### src/rtl/uart_8250_pkg.sv
// Shared definitions for the uart_8250 controller: register map, LSR bits,
// init constants and the controller state encoding.
package uart_8250_pkg;

  localparam logic [2:0] REG_RBR_THR = 3'd0;
  localparam logic [2:0] REG_IER     = 3'd1;
  localparam logic [2:0] REG_IIR_FCR = 3'd2;
  localparam logic [2:0] REG_LCR     = 3'd3;
  localparam logic [2:0] REG_LSR     = 3'd5;

  localparam int LSR_DR   = 0;
  localparam int LSR_THRE = 5;

  localparam logic [7:0] LCR_DLAB_SET = 8'h80;
  localparam logic [7:0] FCR_INIT     = 8'h07;
  localparam logic [7:0] IER_INIT     = 8'h01;

  typedef enum logic [3:0] {
    INIT_DLAB,
    INIT_DLL,
    INIT_DLM,
    INIT_LCR,
    INIT_FCR,
    INIT_IER,
    IDLE,
    TX_LSR,
    TX_THR,
    RX_LSR,
    RX_RBR
  } ctrl_state_t;

  function automatic logic [31:0] reg_addr(input logic [31:0] base, input logic [2:0] off);
    return base + {29'd0, off};
  endfunction

endpackage

### src/rtl/uart_8250_wb_port.sv
// Single-transaction Wishbone engine: issues one byte-lane cycle on start and
// reports completion (ACK or timeout) combinationally in the ending cycle.
module uart_8250_wb_port
  import uart_8250_pkg::*;
#(
  parameter logic [31:0] BASE_ADDR   = 32'h1250_0000,
  parameter int          ACK_TIMEOUT = 255
) (
  input  logic        clk,
  input  logic        rst,
  input  logic        start,
  input  logic        we,
  input  logic [2:0]  off,
  input  logic [7:0]  wdata,
  output logic        done,
  output logic        timeout,
  output logic [7:0]  rdata,
  output logic [31:0] wb_adr,
  output logic [31:0] wb_wdata,
  input  logic [7:0]  wb_rdata,
  output logic        wb_we,
  output logic [3:0]  wb_sel,
  output logic        wb_stb,
  input  logic        wb_ack,
  output logic        wb_cyc
);

  localparam logic [15:0] TMO_LAST = 16'(ACK_TIMEOUT - 1);

  logic [15:0] timer;
  logic        tmo_hit;

  assign tmo_hit = (timer == TMO_LAST);
  assign done    = wb_cyc && (wb_ack || tmo_hit);
  assign timeout = wb_cyc && !wb_ack && tmo_hit;
  // A timed-out read hands back zero so callers never act on stale LSR bits.
  assign rdata   = (wb_cyc && wb_ack) ? wb_rdata : 8'h00;

  always_ff @(posedge clk or posedge rst) begin
    if (rst) begin
      wb_adr   <= 32'h0;
      wb_wdata <= 32'h0;
      wb_we    <= 1'b0;
      wb_sel   <= 4'b0000;
      wb_stb   <= 1'b0;
      wb_cyc   <= 1'b0;
      timer    <= 16'h0;
    end else if (!wb_cyc) begin
      if (start) begin
        wb_adr   <= reg_addr(BASE_ADDR, off);
        wb_wdata <= {24'h0, wdata};
        wb_we    <= we;
        wb_sel   <= 4'b0001;
        wb_stb   <= 1'b1;
        wb_cyc   <= 1'b1;
        timer    <= 16'h0;
      end
    end else if (done) begin
      wb_sel <= 4'b0000;
      wb_stb <= 1'b0;
      wb_cyc <= 1'b0;
    end else begin
      timer <= timer + 16'd1;
    end
  end

endmodule

### src/rtl/uart_8250_ctrl.sv
// Wishbone master that initialises a uart_8250 and then shares the bus
// between a one-byte TX buffer and an LSR-polling RX drain.
module uart_8250_ctrl
  import uart_8250_pkg::*;
#(
  parameter logic [31:0] BASE_ADDR     = 32'h1250_0000,
  parameter logic [15:0] DIVISOR       = 16'h0003,
  parameter logic [7:0]  LCR_FMT       = 8'h03,
  parameter int          POLL_INTERVAL = 16,
  parameter int          ACK_TIMEOUT   = 255
) (
  input  logic        CLK_I,
  input  logic        RST_I,
  output logic [31:0] ADR_O,
  output logic [31:0] DAT_O,
  input  logic [31:0] DAT_I,
  output logic        WE_O,
  output logic [3:0]  SEL_O,
  output logic        STB_O,
  input  logic        ACK_I,
  output logic        CYC_O,
  input  logic        INT_I,
  input  logic [7:0]  tx_data,
  input  logic        tx_valid,
  output logic        tx_ready,
  output logic [7:0]  rx_data,
  output logic        rx_valid,
  output logic        init_done,
  output logic        bus_err,
  input  logic        err_clr
);

  localparam logic [15:0] POLL_MAX = 16'(POLL_INTERVAL);

  ctrl_state_t state, state_next;

  logic        start;
  logic        req_we;
  logic [2:0]  req_off;
  logic [7:0]  req_data;
  logic        done;
  logic        timeout;
  logic [7:0]  rdata;
  logic        tx_full;
  logic [7:0]  tx_buf;
  logic        last_tx;
  logic [15:0] poll_cnt;
  logic        tx_req;
  logic        rx_req;
  logic        grant_tx;
  logic        grant_rx;
  logic        tx_accept;
  logic        unused_dat_hi;

  assign unused_dat_hi = ^DAT_I[31:8];

  assign tx_req    = tx_full;
  assign rx_req    = (poll_cnt == POLL_MAX) || INT_I;
  assign tx_ready  = !tx_full && init_done;
  assign tx_accept = tx_valid && tx_ready;

  uart_8250_wb_port #(
    .BASE_ADDR   (BASE_ADDR),
    .ACK_TIMEOUT (ACK_TIMEOUT)
  ) u_port (
    .clk      (CLK_I),
    .rst      (RST_I),
    .start    (start),
    .we       (req_we),
    .off      (req_off),
    .wdata    (req_data),
    .done     (done),
    .timeout  (timeout),
    .rdata    (rdata),
    .wb_adr   (ADR_O),
    .wb_wdata (DAT_O),
    .wb_rdata (DAT_I[7:0]),
    .wb_we    (WE_O),
    .wb_sel   (SEL_O),
    .wb_stb   (STB_O),
    .wb_ack   (ACK_I),
    .wb_cyc   (CYC_O)
  );

  // Every non-IDLE state owns exactly one bus cycle, issued on entry.
  always_comb begin
    state_next = state;
    req_we     = 1'b0;
    req_off    = REG_LSR;
    req_data   = 8'h00;
    grant_tx   = 1'b0;
    grant_rx   = 1'b0;
    unique case (state)
      INIT_DLAB: begin
        req_we   = 1'b1;
        req_off  = REG_LCR;
        req_data = LCR_DLAB_SET;
        if (done) state_next = INIT_DLL;
      end
      INIT_DLL: begin
        req_we   = 1'b1;
        req_off  = REG_RBR_THR;
        req_data = DIVISOR[7:0];
        if (done) state_next = INIT_DLM;
      end
      INIT_DLM: begin
        req_we   = 1'b1;
        req_off  = REG_IER;
        req_data = DIVISOR[15:8];
        if (done) state_next = INIT_LCR;
      end
      INIT_LCR: begin
        req_we   = 1'b1;
        req_off  = REG_LCR;
        req_data = LCR_FMT;
        if (done) state_next = INIT_FCR;
      end
      INIT_FCR: begin
        req_we   = 1'b1;
        req_off  = REG_IIR_FCR;
        req_data = FCR_INIT;
        if (done) state_next = INIT_IER;
      end
      INIT_IER: begin
        req_we   = 1'b1;
        req_off  = REG_IER;
        req_data = IER_INIT;
        if (done) state_next = IDLE;
      end
      IDLE: begin
        if (tx_req && (!rx_req || !last_tx)) begin
          grant_tx   = 1'b1;
          state_next = TX_LSR;
        end else if (rx_req) begin
          grant_rx   = 1'b1;
          state_next = RX_LSR;
        end
      end
      TX_LSR: begin
        if (done) state_next = rdata[LSR_THRE] ? TX_THR : IDLE;
      end
      TX_THR: begin
        req_we   = 1'b1;
        req_off  = REG_RBR_THR;
        req_data = tx_buf;
        if (done) state_next = IDLE;
      end
      RX_LSR: begin
        if (done) state_next = rdata[LSR_DR] ? RX_RBR : IDLE;
      end
      RX_RBR: begin
        req_off = REG_RBR_THR;
        if (done) state_next = IDLE;
      end
      default: state_next = INIT_DLAB;
    endcase
  end

  assign start = (state != IDLE) && !CYC_O;

  always_ff @(posedge CLK_I or posedge RST_I) begin
    if (RST_I) begin
      state     <= INIT_DLAB;
      init_done <= 1'b0;
      tx_full   <= 1'b0;
      last_tx   <= 1'b0;
      poll_cnt  <= 16'h0;
      rx_data   <= 8'h00;
      rx_valid  <= 1'b0;
      bus_err   <= 1'b0;
    end else begin
      state    <= state_next;
      rx_valid <= 1'b0;
      if (state == INIT_IER && done) init_done <= 1'b1;
      // A THR write that times out keeps the byte so it is retried later.
      if (tx_accept) tx_full <= 1'b1;
      else if (state == TX_THR && done && !timeout) tx_full <= 1'b0;
      if (grant_tx) last_tx <= 1'b1;
      else if (grant_rx) last_tx <= 1'b0;
      if (grant_rx) poll_cnt <= 16'h0;
      else if (state == IDLE && poll_cnt != POLL_MAX) poll_cnt <= poll_cnt + 16'd1;
      if (state == RX_RBR && done && !timeout) begin
        rx_data  <= rdata;
        rx_valid <= 1'b1;
      end
      if (timeout) bus_err <= 1'b1;
      else if (err_clr) bus_err <= 1'b0;
    end
  end

  always_ff @(posedge CLK_I) begin
    if (tx_accept) tx_buf <= tx_data;
  end

endmodule

### config.mk
export PLATFORM = sky130hd
export DESIGN_NAME = uart_8250_ctrl
export DESIGN_NICKNAME = d
export VERILOG_FILES = /design/src/rtl/uart_8250_pkg.sv /design/src/rtl/uart_8250_wb_port.sv /design/src/rtl/uart_8250_ctrl.sv
export SDC_FILE = /design/constraint.sdc
export NUM_CORES = 1
export LEC_CHECK = 0
export CAP_MARGIN = 20
export CORE_AREA = 10 10 104 106
export CTS_CLUSTER_DIAMETER = 120
export DETAILED_ROUTE_END_ITERATION = 10
export DIE_AREA = 0 0 114 116
export PLACE_DENSITY_LB_ADDON = 0.08
export SLEW_MARGIN = 0
export SYNTH_ARGS = -nofsm -noshare
export SYNTH_HDL_FRONTEND = slang
export SYNTH_SLANG_ARGS = --single-unit
### constraint.sdc
create_clock -name CLK_I -period 2.6 [get_ports CLK_I]
set_input_delay 0.52 -clock CLK_I [delete_from_list [all_inputs] [get_ports CLK_I]]
set_output_delay 0.52 -clock CLK_I [all_outputs]
set_load 0.1 [all_outputs]
==> results_dict.tcl, run 1 <==
set metrics [dict create \
    ios 129 \
    crit_arrival_ns 2.55 \
    critPathLaunchType "flip-flop" \
    routed_wl_um 8950 \
    rsz0062_at_grt "false" \
    synth.largest_area_cell "dfrtp_1" \
    synth.distinct_cells 61 \
    dpl.hpwl_um 6510 \
    numCtsBuffers 9 \
    vias 2945 \
    vias_per_cell 5.14 \
    antenna_found_initial 0 \
    post_cts_buffers 0 \
    antenna_cells 0 \
    ir_worst_vdd_uv 739 \
    path_clk_slew_ns 0.07 \
    dieArea_um2 13200 \
    power_leakage_nw 2.06 \
    r2r_cells 7 \
    p_total_mw 5.48 \
    status "complete, no violations" \
    clk_latency_ns 0.34 \
    cp-end-kind "flip-flop" \
    grt_pass1_wl_um 14500 \
    cp_top_family "simple AND/OR/NAND/NOR gates" \
    drt_iter0_markers 149 \
    nNetsFinal 510 \
    yosys_most_used_dff "dfrtp_1" \
    regArea_um2 1840 \
    grtUsageMet2 0.218 \
    top_usage_layer "met2" \
    cts_tree "built" \
    die_x_um 114 \
    path_buf_inv 1 \
    crit_chain "inv_1 > ha_1 > nor4b_1 > and4_1 > nor4_1 > or2_4 > mux2_4" \
    port_buffers 52 \
    first_global_vias 2926 \
    cts.sinks 72 \
    fin_ws_ns 0.278 \
    clock-root-buffer "clkbuf_8" \
    pre_cts_ws_ns 0.353 \
    area_growth_pct 14.2 \
    routedWlPerCell_um 15.6 \
    drive_above_1_share 0.168 \
    dr.pass1.iters 4 \
    hold_viol_final 0 \
    cts-htree-levels 3 \
    rows 34 \
    yosys-top-cells-area "dfrtp_1 39%, buf_4 11%, edfxtp_1 5.9%" \
    slew-limit-headroom 0.652 \
    synthCells 408 \
    grt_util_met1 0.161 \
    yosysSeqAreaShare 0.453 \
    cp_slowest_stage_delay_ns 0.43 \
    fmax_mhz 431 \
    cp.depth 7 \
    synth_edf_count 8 \
    finalClockSkew_ns 0.00709 \
    core_region_area_um2 8680 \
    hp-class "reg -> reg" \
    start_util 0.468 \
    design_area_um2 4640 \
    finalSetupTns_ns 0 \
    worst_pin_slew_ns 0.518 \
    fp.dieH_um 116 \
    period_share 0.893 \
    holdPathStages 1 \
    grtUsageMet3 0.0429 \
    antenna_left 0 \
    ctsLongestPathBuffers 2 \
    synth_top_cell_area_share 0.394 \
    crit_fanout 6 \
    synthArstFlopShare 0.889 \
    cts_resized 0 \
    critPathKind "reg -> reg" \
    grt-ovfl-total 0 \
    maxCapViolations 0 \
    yosysWarnings 0 \
    period_needed_ns 2.32 \
    syn_area_um2 4060 \
    syn_avg_cell_area_um2 9.95 \
    critPathSlowestCell "and4_1" \
    drc_errors 0 \
    fillers 814 \
    setup_viol 0 \
    place_area_um2 4440 \
    ctsHoldBuffers 0 \
    gp_congestion 0.810 \
    multiInputGateArea_um2 1870 \
    grt_use_total 0.132 \
    grt_max_degree 65 \
    slew_viol_final 0 \
    power.density_nw_per_um2 1180 \
    required_ns 2.82 \
    ys_ff_latch 72 \
]
## final timing paths
| kind | startpoint | end | slack (ns) |
|---|---|---|---|
| hold / removal | tx_buf[5] | u_port.wb_wdata[5] | 0.46 |
| min in group asynchronous | RST_I | u_port.timer[6] | 0.56 |
| setup / recovery | poll_cnt[0] | state[0] | 0.28 |
| setup reg to reg | poll_cnt[0] | state[0] | 0.28 |
| max in group asynchronous | RST_I | poll_cnt[1] | 1.77 |
| hold reg to reg | tx_buf[5] | u_port.wb_wdata[5] | 0.46 |
## synth_stat cells, types with 5 or more instances
master / instances
and3_1: 6
o21ai_0: 20
mux2_2: 8
nor2_1: 39
nor3_1: 8
inv_1: 11
a21oi_1: 12
xor2_1: 18
nand2b_1: 6
nand2_1: 22
buf_4: 59
edfxtp_1: 8
dfrtp_1: 64
and4_1: 5
nand4_1: 13
clkbuf_1: 7
o31ai_1: 5
nand3_1: 22
and2_1: 5
## routing by layer
layer | wire (um) | part of all wire
met5 | 0 | 0
met4 | 78 | 0.0087
met3 | 633 | 0.071
met2 | 4360 | 0.49
met1 | 3880 | 0.43
## through the flow
step                      std cells  hold slack, ns   util
after floorplan                 459           0.443      -
after global placement          557           0.445  0.512
after detailed placement        557           0.448  0.512
after CTS                       573           0.459  0.534
after global routing            573           0.472  0.534
final                           573           0.459  0.534
## cells in the final DEF, fill, tap and decap left out, types with 3 or more instances in the layout
cell | Yosys | layout
conb_1 | 1 | 52
a21oi_1 | 12 | 12
clkdlybuf4s50_1 | 0 | 21
xnor2_1 | 4 | 4
and2_1 | 5 | 5
nor2_1 | 39 | 38
dfrtp_1 | 64 | 64
and3_1 | 6 | 6
and4_1 | 5 | 5
inv_1 | 11 | 10
nand2_1 | 22 | 22
clkbuf_8 | 0 | 11
buf_4 | 59 | 40
o21ai_0 | 20 | 20
ha_1 | 4 | 4
xor2_1 | 18 | 18
nor4_1 | 4 | 4
nor2b_1 | 3 | 3
edfxtp_1 | 8 | 8
nand4_1 | 13 | 13
o22ai_1 | 3 | 3
nand2b_1 | 6 | 6
a22o_1 | 4 | 4
o31ai_1 | 5 | 5
mux2_2 | 8 | 8
mux2_4 | 3 | 3
nand3_1 | 22 | 22
nor3_1 | 8 | 8
## cell families after synthesis
kind of cell	share of synthesized area
other	0.000923
AOI/OAI and AO/OA	0.104
buffers and inverters	0.135
and+or+nand+nor	0.211
adders and majority gates	0.0123
DFF	0.453
xor gates and xnor gates	0.0474
muxes	0.0357
## area by class of cell
class                   count  area share
clock buffers              13      0.0343
inverters                  11     0.00890
clock inverters             3     0.00863
multi-input cells         303       0.403
repair buffers             63       0.119
well taps                 108      0.0291
flip-flops and latches     72       0.397
## where the power goes
part | switching (mW) | leakage (nW) | internal, mW
Sequential | 0.278 | 0.900 | 1.43
Combinational | 2.11 | 1.06 | 0.772
Clock | 0.394 | 0.103 | 0.494
Total | 2.78 | 2.06 | 2.70
## state kept, by name, summed over array words and instances (netlist names), 4 cells and up
register	flops
state	4
poll_cnt	16
u_port.wb_wdata	8
u_port.wb_adr	4
tx_buf	8
u_port.timer	16
rx_data	8
Note: power is estimated with default switching activity, not from simulation.
==> run 2: changes to the inputs <==
--- a/config.mk
+++ b/config.mk
@@ -5,13 +5,14 @@
 export SDC_FILE = /design/constraint.sdc
 export NUM_CORES = 1
 export LEC_CHECK = 0
+export ABC_AREA = 1
 export CAP_MARGIN = 20
-export CORE_AREA = 10 10 104 106
+export CORE_AREA = 10 10 106 108
 export CTS_CLUSTER_DIAMETER = 120
 export DETAILED_ROUTE_END_ITERATION = 10
-export DIE_AREA = 0 0 114 116
+export DIE_AREA = 0 0 116 118
 export PLACE_DENSITY_LB_ADDON = 0.08
-export SLEW_MARGIN = 0
+export SLEW_MARGIN = 25
 export SYNTH_ARGS = -nofsm -noshare
 export SYNTH_HDL_FRONTEND = slang
 export SYNTH_SLANG_ARGS = --single-unit
==> constraint.sdc (replaced) <==
create_clock -name CLK_I -period 2.5 [get_ports CLK_I]
set_input_delay 0.5 -clock CLK_I [delete_from_list [all_inputs] [get_ports CLK_I]]
set_output_delay 0.5 -clock CLK_I [all_outputs]
set_load 0.1 [all_outputs]
==> run 2 against run 1 <==
Effect of this change:
- setup slack better by 0.18 ns
- critical path depth grew 2
- flip-flop and latch count unchanged
- wire length rose by 3.1%
- power decreased by 4.0%
- cell count increased by 19%
- clock power shrank 2%
- cell area is 0.43% higher
- worst hold slack better by 0.019 ns
- register-to-register slack better by 0.18 ns
- clock-buffer cell count shrank 2
- non-clock buffer count is 9 lower
- critical path type unchanged
==> results_dict.tcl, run 2 <==
set metrics [dict create \
    hold_viol_final 0 \
    yosysWarnings 0 \
    drt_iter0_markers 179 \
    rsz0062_at_grt "false" \
    rows 35 \
    die_x_um 116 \
    numCtsBuffers 9 \
    period_share 0.818 \
    yosysSeqAreaShare 0.442 \
    p_int_mw 2.43 \
    synth.distinct_cells 40 \
    ir_worst_vdd_uv 1230 \
    period_needed_ns 2.05 \
    grt-ovfl-total 0 \
    fmax_mhz 489 \
    clk_latency_ns 0.34 \
    cp-end-kind "flip-flop" \
    finalSetupTns_ns 0 \
    port_buffers 52 \
    pwr-share-seq 0.319 \
    hp-class "reg -> reg" \
    ctsLongestPathBuffers 2 \
    crit_arrival_ns 2.25 \
    power.density_nw_per_um2 1130 \
    reg_top3 "poll_cnt (16), u_port.timer (16)" \
    synth.largest_area_cell "dfrtp_1" \
    stdcell_count 683 \
    vias_per_cell 4.70 \
    clock-root-buffer "clkbuf_8" \
    drc_errors 0 \
    synthArstFlopShare 0.889 \
    antenna_left 0 \
    setup_viol 0 \
    p_comb_frac 0.516 \
    critPathKind "reg -> reg" \
    yosys_most_used_dff "dfrtp_1" \
    ctsHoldBuffers 0 \
    core_region_area_um2 9110 \
    maxCapViolations 0 \
    required_ns 2.71 \
    crit_fanout 16 \
    syn_area_um2 4170 \
    status "complete, no violations" \
    dpl.cell_count 667 \
    area_growth_pct 11.8 \
    post_cts_buffers 0 \
    dpl.hpwl_um 6830 \
    gp_congestion 0.893 \
    routedWlPerCell_um 13.5 \
    critPathLaunchType "flip-flop" \
    clock_power_share 0.165 \
    synthCells 518 \
    fp.dieH_um 118 \
    first_global_vias 3288 \
    yosys-top-cells-area "dfrtp_1 38%, nand2_1 11%, buf_4 10%" \
    dieArea_um2 13700 \
    dr.pass1.iters 4 \
    finalClockSkew_ns 0.00816 \
    final_cell_mix "124 x nand2_1, 64 x dfrtp_1, 52 x conb_1" \
    vias 3213 \
    cts_tree "built" \
    p_sw_mw 2.83 \
    antenna_found_initial 0 \
    drive_above_1_share 0.119 \
    power_leakage_nw 2.35 \
    routed_wl_um 9230 \
    synth_edf_count 8 \
    ys_ff_latch 72 \
    synth_top_cell_area_share 0.384 \
    synth_most_common_cell "nand2_1" \
    sw_frac_of_total 0.539 \
    grt_pass1_wl_um 15700 \
    ios 129 \
    start_util 0.458 \
    nNetsFinal 617 \
    cts.sinks 72 \
    grt_max_degree 65 \
    grt_use_total 0.138 \
    cts_resized 0 \
    syn_avg_cell_area_um2 8.05 \
    cts-htree-levels 3 \
    slew_viol_final 0 \
    yosys-top-cells-count "124 x nand2_1, 64 x dfrtp_1, 58 x buf_4, 52 x nor2_1, 48 x inv_1" \
    final_common_cell "nand2_1" \
    antenna_cells 0 \
    path_clk_slew_ns 0.07 \
]
==> run 2: cell count changes in the layout (fill, tap and decap cells not counted), sizes merged, moves of 6 or more <==
cell    previous run  this run
buf               42        33
inv               11        52
nand2             22       133
nand3b             0         7
mux2              11         0
nand4             13         4
nand3             22        49
nor2              41        55
nand2b             6         0
and3               6         0
==> run 2: per-stage QoR <==
step | utilization | hold slack, ns | cell area (um2) | power, mW | setup slack [ns]
floorplan | - | 0.445 | 4370 | 3.99 | 0.189
finish | 0.511 | 0.478 | 4660 | 5.26 | 0.454
CTS | 0.511 | 0.486 | 4660 | 5.32 | 0.429
detailed placement | 0.492 | 0.467 | 4480 | 4.43 | 0.438
global route | 0.511 | 0.508 | 4660 | 5.59 | 0.256
global placement | 0.492 | 0.452 | 4480 | 4.40 | 0.457
==> run 2: kinds of logic (layout without fill, tap and decap cells) <==
family | count (synthesis) | in the layout | synth area share
adders and majority gates | 4 | 4 | 0.0120
and+or+nand+nor | 260 | 260 | 0.279
xor gates and xnor gates | 18 | 18 | 0.0378
AOI/OAI and AO/OA | 43 | 43 | 0.0606
DFF | 72 | 72 | 0.442
other | 1 | 52 | 0.000900
buffers and inverters | 120 | 123 | 0.168
==> run 2: critical path, cell delays in order, from the launching register on <==
cell      delay [ns]
dfrtp_1         0.51
inv_2           0.10
nand2_2         0.13
nor2_8          0.08
nor2_4          0.37
inv_4           0.17
nand2_2         0.24
clkinv_2        0.14
nand2_1         0.07
o21ai_0         0.08
==> run 2: cell type report <==
type                    count  area, um2
clock buffers              11        131
clock inverters             5       47.5
repair buffers             54        470
multi-input cells         377       1830
inverters                  53        203
well taps                 111        139
fillers                   896       4450
flip-flops and latches     72       1840
==> run 2: worst paths after layout <==
path / cells after the start / slack, ns / endpoint / start
max in group asynchronous: 3 / 1.65 / u_port.timer[6] / RST_I
max reg2reg: 9 / 0.45 / u_port.timer[5] / state[0]
min: 2 / 0.48 / u_port.wb_wdata[5] / tx_buf[5]
max: 9 / 0.45 / u_port.timer[5] / state[0]
min in group asynchronous: 3 / 0.51 / poll_cnt[6] / RST_I
min reg2reg: 2 / 0.48 / u_port.wb_wdata[5] / tx_buf[5]
==> run 2: power by group through the flow <==
stage          clock network [mW]  logic (mW)  registers (mW)
3_3_place_gp                    0        2.71            1.69
6_report                    0.869        2.71            1.68
5_1_grt                     0.954        2.91            1.72
4_1_cts                     0.904        2.74            1.68
3_5_place_dp                    0        2.74            1.70
2_1_floorplan                   0        1.46            2.53
==> run 2: layer usage <==
metal / wire (um) / GRT usage / part of all wire
met5: 0 / 0 / 0
met4: 52 / 0.0344 / 0.0056
met3: 656 / 0.0469 / 0.071
met2: 4510 / 0.235 / 0.49
met1: 4010 / 0.161 / 0.43
==> run 3: changes to the inputs <==
--- a/config.mk
+++ b/config.mk
@@ -7,10 +7,10 @@
 export LEC_CHECK = 0
 export ABC_AREA = 1
 export CAP_MARGIN = 20
-export CORE_AREA = 10 10 106 108
+export CORE_AREA = 10 10 110 112
 export CTS_CLUSTER_DIAMETER = 120
 export DETAILED_ROUTE_END_ITERATION = 10
-export DIE_AREA = 0 0 116 118
+export DIE_AREA = 0 0 120 122
 export PLACE_DENSITY_LB_ADDON = 0.08
 export SLEW_MARGIN = 25
 export SYNTH_ARGS = -nofsm -noshare
==> constraint.sdc (replaced) <==
create_clock -name CLK_I -period 1.81 [get_ports CLK_I]
set_input_delay 0.362 -clock CLK_I [delete_from_list [all_inputs] [get_ports CLK_I]]
set_output_delay 0.362 -clock CLK_I [all_outputs]
set_load 0.1 [all_outputs]
==> run 3 against run 2 <==
Effect of this change:
- worst hold slack got worse by 0.14 ns
- power rose by 60%
- via count rose by 6.0%
- global-route usage fell by 0.77 points
- clock skew rose by 0.0049 ns
- clock power rose by 75%
- critical path type unchanged
- critical endpoint is now u_port.timer[15]
- highest routed layer unchanged
==> results_dict.tcl, run 3 (same netlist as run 2, synthesis figures left out) <==
set metrics [dict create \
    area_growth_pct 28.8 \
    p_comb_frac 0.534 \
    final_common_cell "nand2_1" \
    critPathLaunchType "flip-flop" \
    crit_arrival_ns 1.88 \
    numCtsBuffers 9 \
    fillers 967 \
    p_int_mw 4.27 \
    ios 129 \
    multiInputGateArea_um2 1900 \
    grt_use_total 0.131 \
    hold_viol_final 0 \
    rrSetupSlack_ns 0.15 \
    path_clk_slew_ns 0.09 \
    final_cell_mix "119 x nand2_1, 62 x dfrtp_1, 52 x conb_1" \
    stdcell_count 727 \
    cts.sinks 72 \
    sw_frac_of_total 0.494 \
    regArea_um2 1850 \
    reg_top3 "poll_cnt (16), u_port.timer (16)" \
    cp_slowest_stage_delay_ns 0.41 \
    dpl.cell_count 706 \
    p_sw_mw 4.16 \
    status "complete, no violations" \
    dpl.hpwl_um 7230 \
    vias_per_cell 4.69 \
    ir_worst_vdd_uv 1610 \
    cts-htree-levels 3 \
    vias 3407 \
    rows 37 \
    core_region_area_um2 10000 \
    drive_above_1_share 0.173 \
    crit_top_cell "nand2_4" \
    clock_power_share 0.181 \
    dieArea_um2 14600 \
    p_total_mw 8.42 \
    r2r_cells 10 \
    start_util 0.415 \
    finalClockSkew_ns 0.0131 \
    routed_wl_um 9690 \
    dr.pass1.iters 4 \
    cp-end-kind "flip-flop" \
    ctsLongestPathBuffers 2 \
    maxCapViolations 0 \
    setup_viol 0 \
    design_area_um2 5370 \
    ctsHoldBuffers 0 \
    gp_congestion 0.861 \
    routedWlPerCell_um 13.3 \
    antenna_found_initial 0 \
    die_x_um 120 \
    nNetsFinal 636 \
    first_global_vias 3353 \
    antenna_cells 0 \
    clk_latency_ns 0.35 \
    clock-root-buffer "clkbuf_8" \
    required_ns 2.03 \
    slew_viol_final 0 \
    crit_fanout 8 \
    fmax_mhz 603 \
    place_area_um2 5030 \
    grt_pass1_wl_um 15900 \
    critPathSlowestCell "dfrtp_1" \
    drt_iter0_markers 223 \
    r2r_start "u_port.timer[0]" \
    pwr-share-seq 0.285 \
    power.density_nw_per_um2 1570 \
    fp.dieH_um 122 \
    cts_tree "built" \
    grt-ovfl-total 0 \
    period_share 0.916 \
    grt_max_degree 32 \
    crit_chain "inv_2 > ha_1 > nand3_1 > nor2_1 > nand2_2 > nand2_4 > nand2_4 > buf_4 > nand4_1 > o21ai_0" \
    port_buffers 52 \
    hp-class "in -> async" \
    period_needed_ns 1.66 \
    antenna_left 0 \
    power_leakage_nw 2.61 \
    drc_errors 0 \
    critPathKind "reg -> reg" \
    finalSetupTns_ns 0 \
    timing.rr.end "u_port.timer[15]" \
    hold_ws_ns 0.340 \
]
## run 3: timing repair
action / CTS / global route
setup endpoints to repair: 0 / 34
gates resized for setup: 0 / 16
buffers inserted: 0 / 4
## run 3: metal layers
| metal | vias up | global-route usage | share of wire |
|---|---|---|---|
| met5 | - | 0 | 0 |
| met4 | 0 | 0.0324 | 0.0089 |
| met3 | 8 | 0.0569 | 0.075 |
| met2 | 95 | 0.225 | 0.50 |
| met1 | 1622 | 0.146 | 0.41 |
| li1 | 1682 | - | - |
## run 3: through the flow
step / utilization / setup slack, ns
after floorplan: - / 0.0333
after global placement: 0.501 / 0.0214
after detailed placement: 0.501 / 0.0112
after CTS: 0.524 / 0.0435
after global routing: 0.534 / -0.00597
final: 0.534 / 0.152
## run 3: cell type report
| class | count | share of cell area |
|---|---|---|
| Multi-Input combinational cell | 378 | 0.354 |
| Clock inverter | 6 | 0.0200 |
| Clock buffer | 10 | 0.0238 |
| Tap cell | 136 | 0.0317 |
| Inverter | 53 | 0.0389 |
| Timing Repair Buffer | 72 | 0.187 |
| Sequential cell | 72 | 0.344 |
## run 3: power groups by stage
| stage | logic [mW] | clock network (mW) | registers [mW] |
|---|---|---|---|
| 2_1_floorplan | 2.02 | 0 | 3.50 |
| 3_3_place_gp | 4.39 | 0 | 2.43 |
| 3_5_place_dp | 4.42 | 0 | 2.43 |
| 4_1_cts | 4.44 | 1.56 | 2.41 |
| 5_1_grt | 4.79 | 1.63 | 2.46 |
| 6_report | 4.50 | 1.52 | 2.40 |
## run 3: how the worst max path moves through the flow
stage	startpoint	to	depth (start not counted)
3_5_place_dp	ACK_I	u_port.timer[15]	7
5_1_grt	u_port.timer[0]	u_port.timer[15]	10
2_1_floorplan	init_done	tx_buf[0]	4
6_report	u_port.timer[0]	u_port.timer[15]	10
4_1_cts	u_port.timer[0]	u_port.timer[15]	10
3_3_place_gp	ACK_I	state[2]	8
## run 3: worst max-delay path: cells and delay by family (launching register included)
| family | cells | cell delay, ns |
|---|---|---|
| AOI/OAI and AO/OA | 1 | 0.09 |
| adders and majority gates | 1 | 0.14 |
| buffers and inverters | 2 | 0.24 |
| DFF | 1 | 0.41 |
| and+or+nand+nor | 6 | 0.65 |
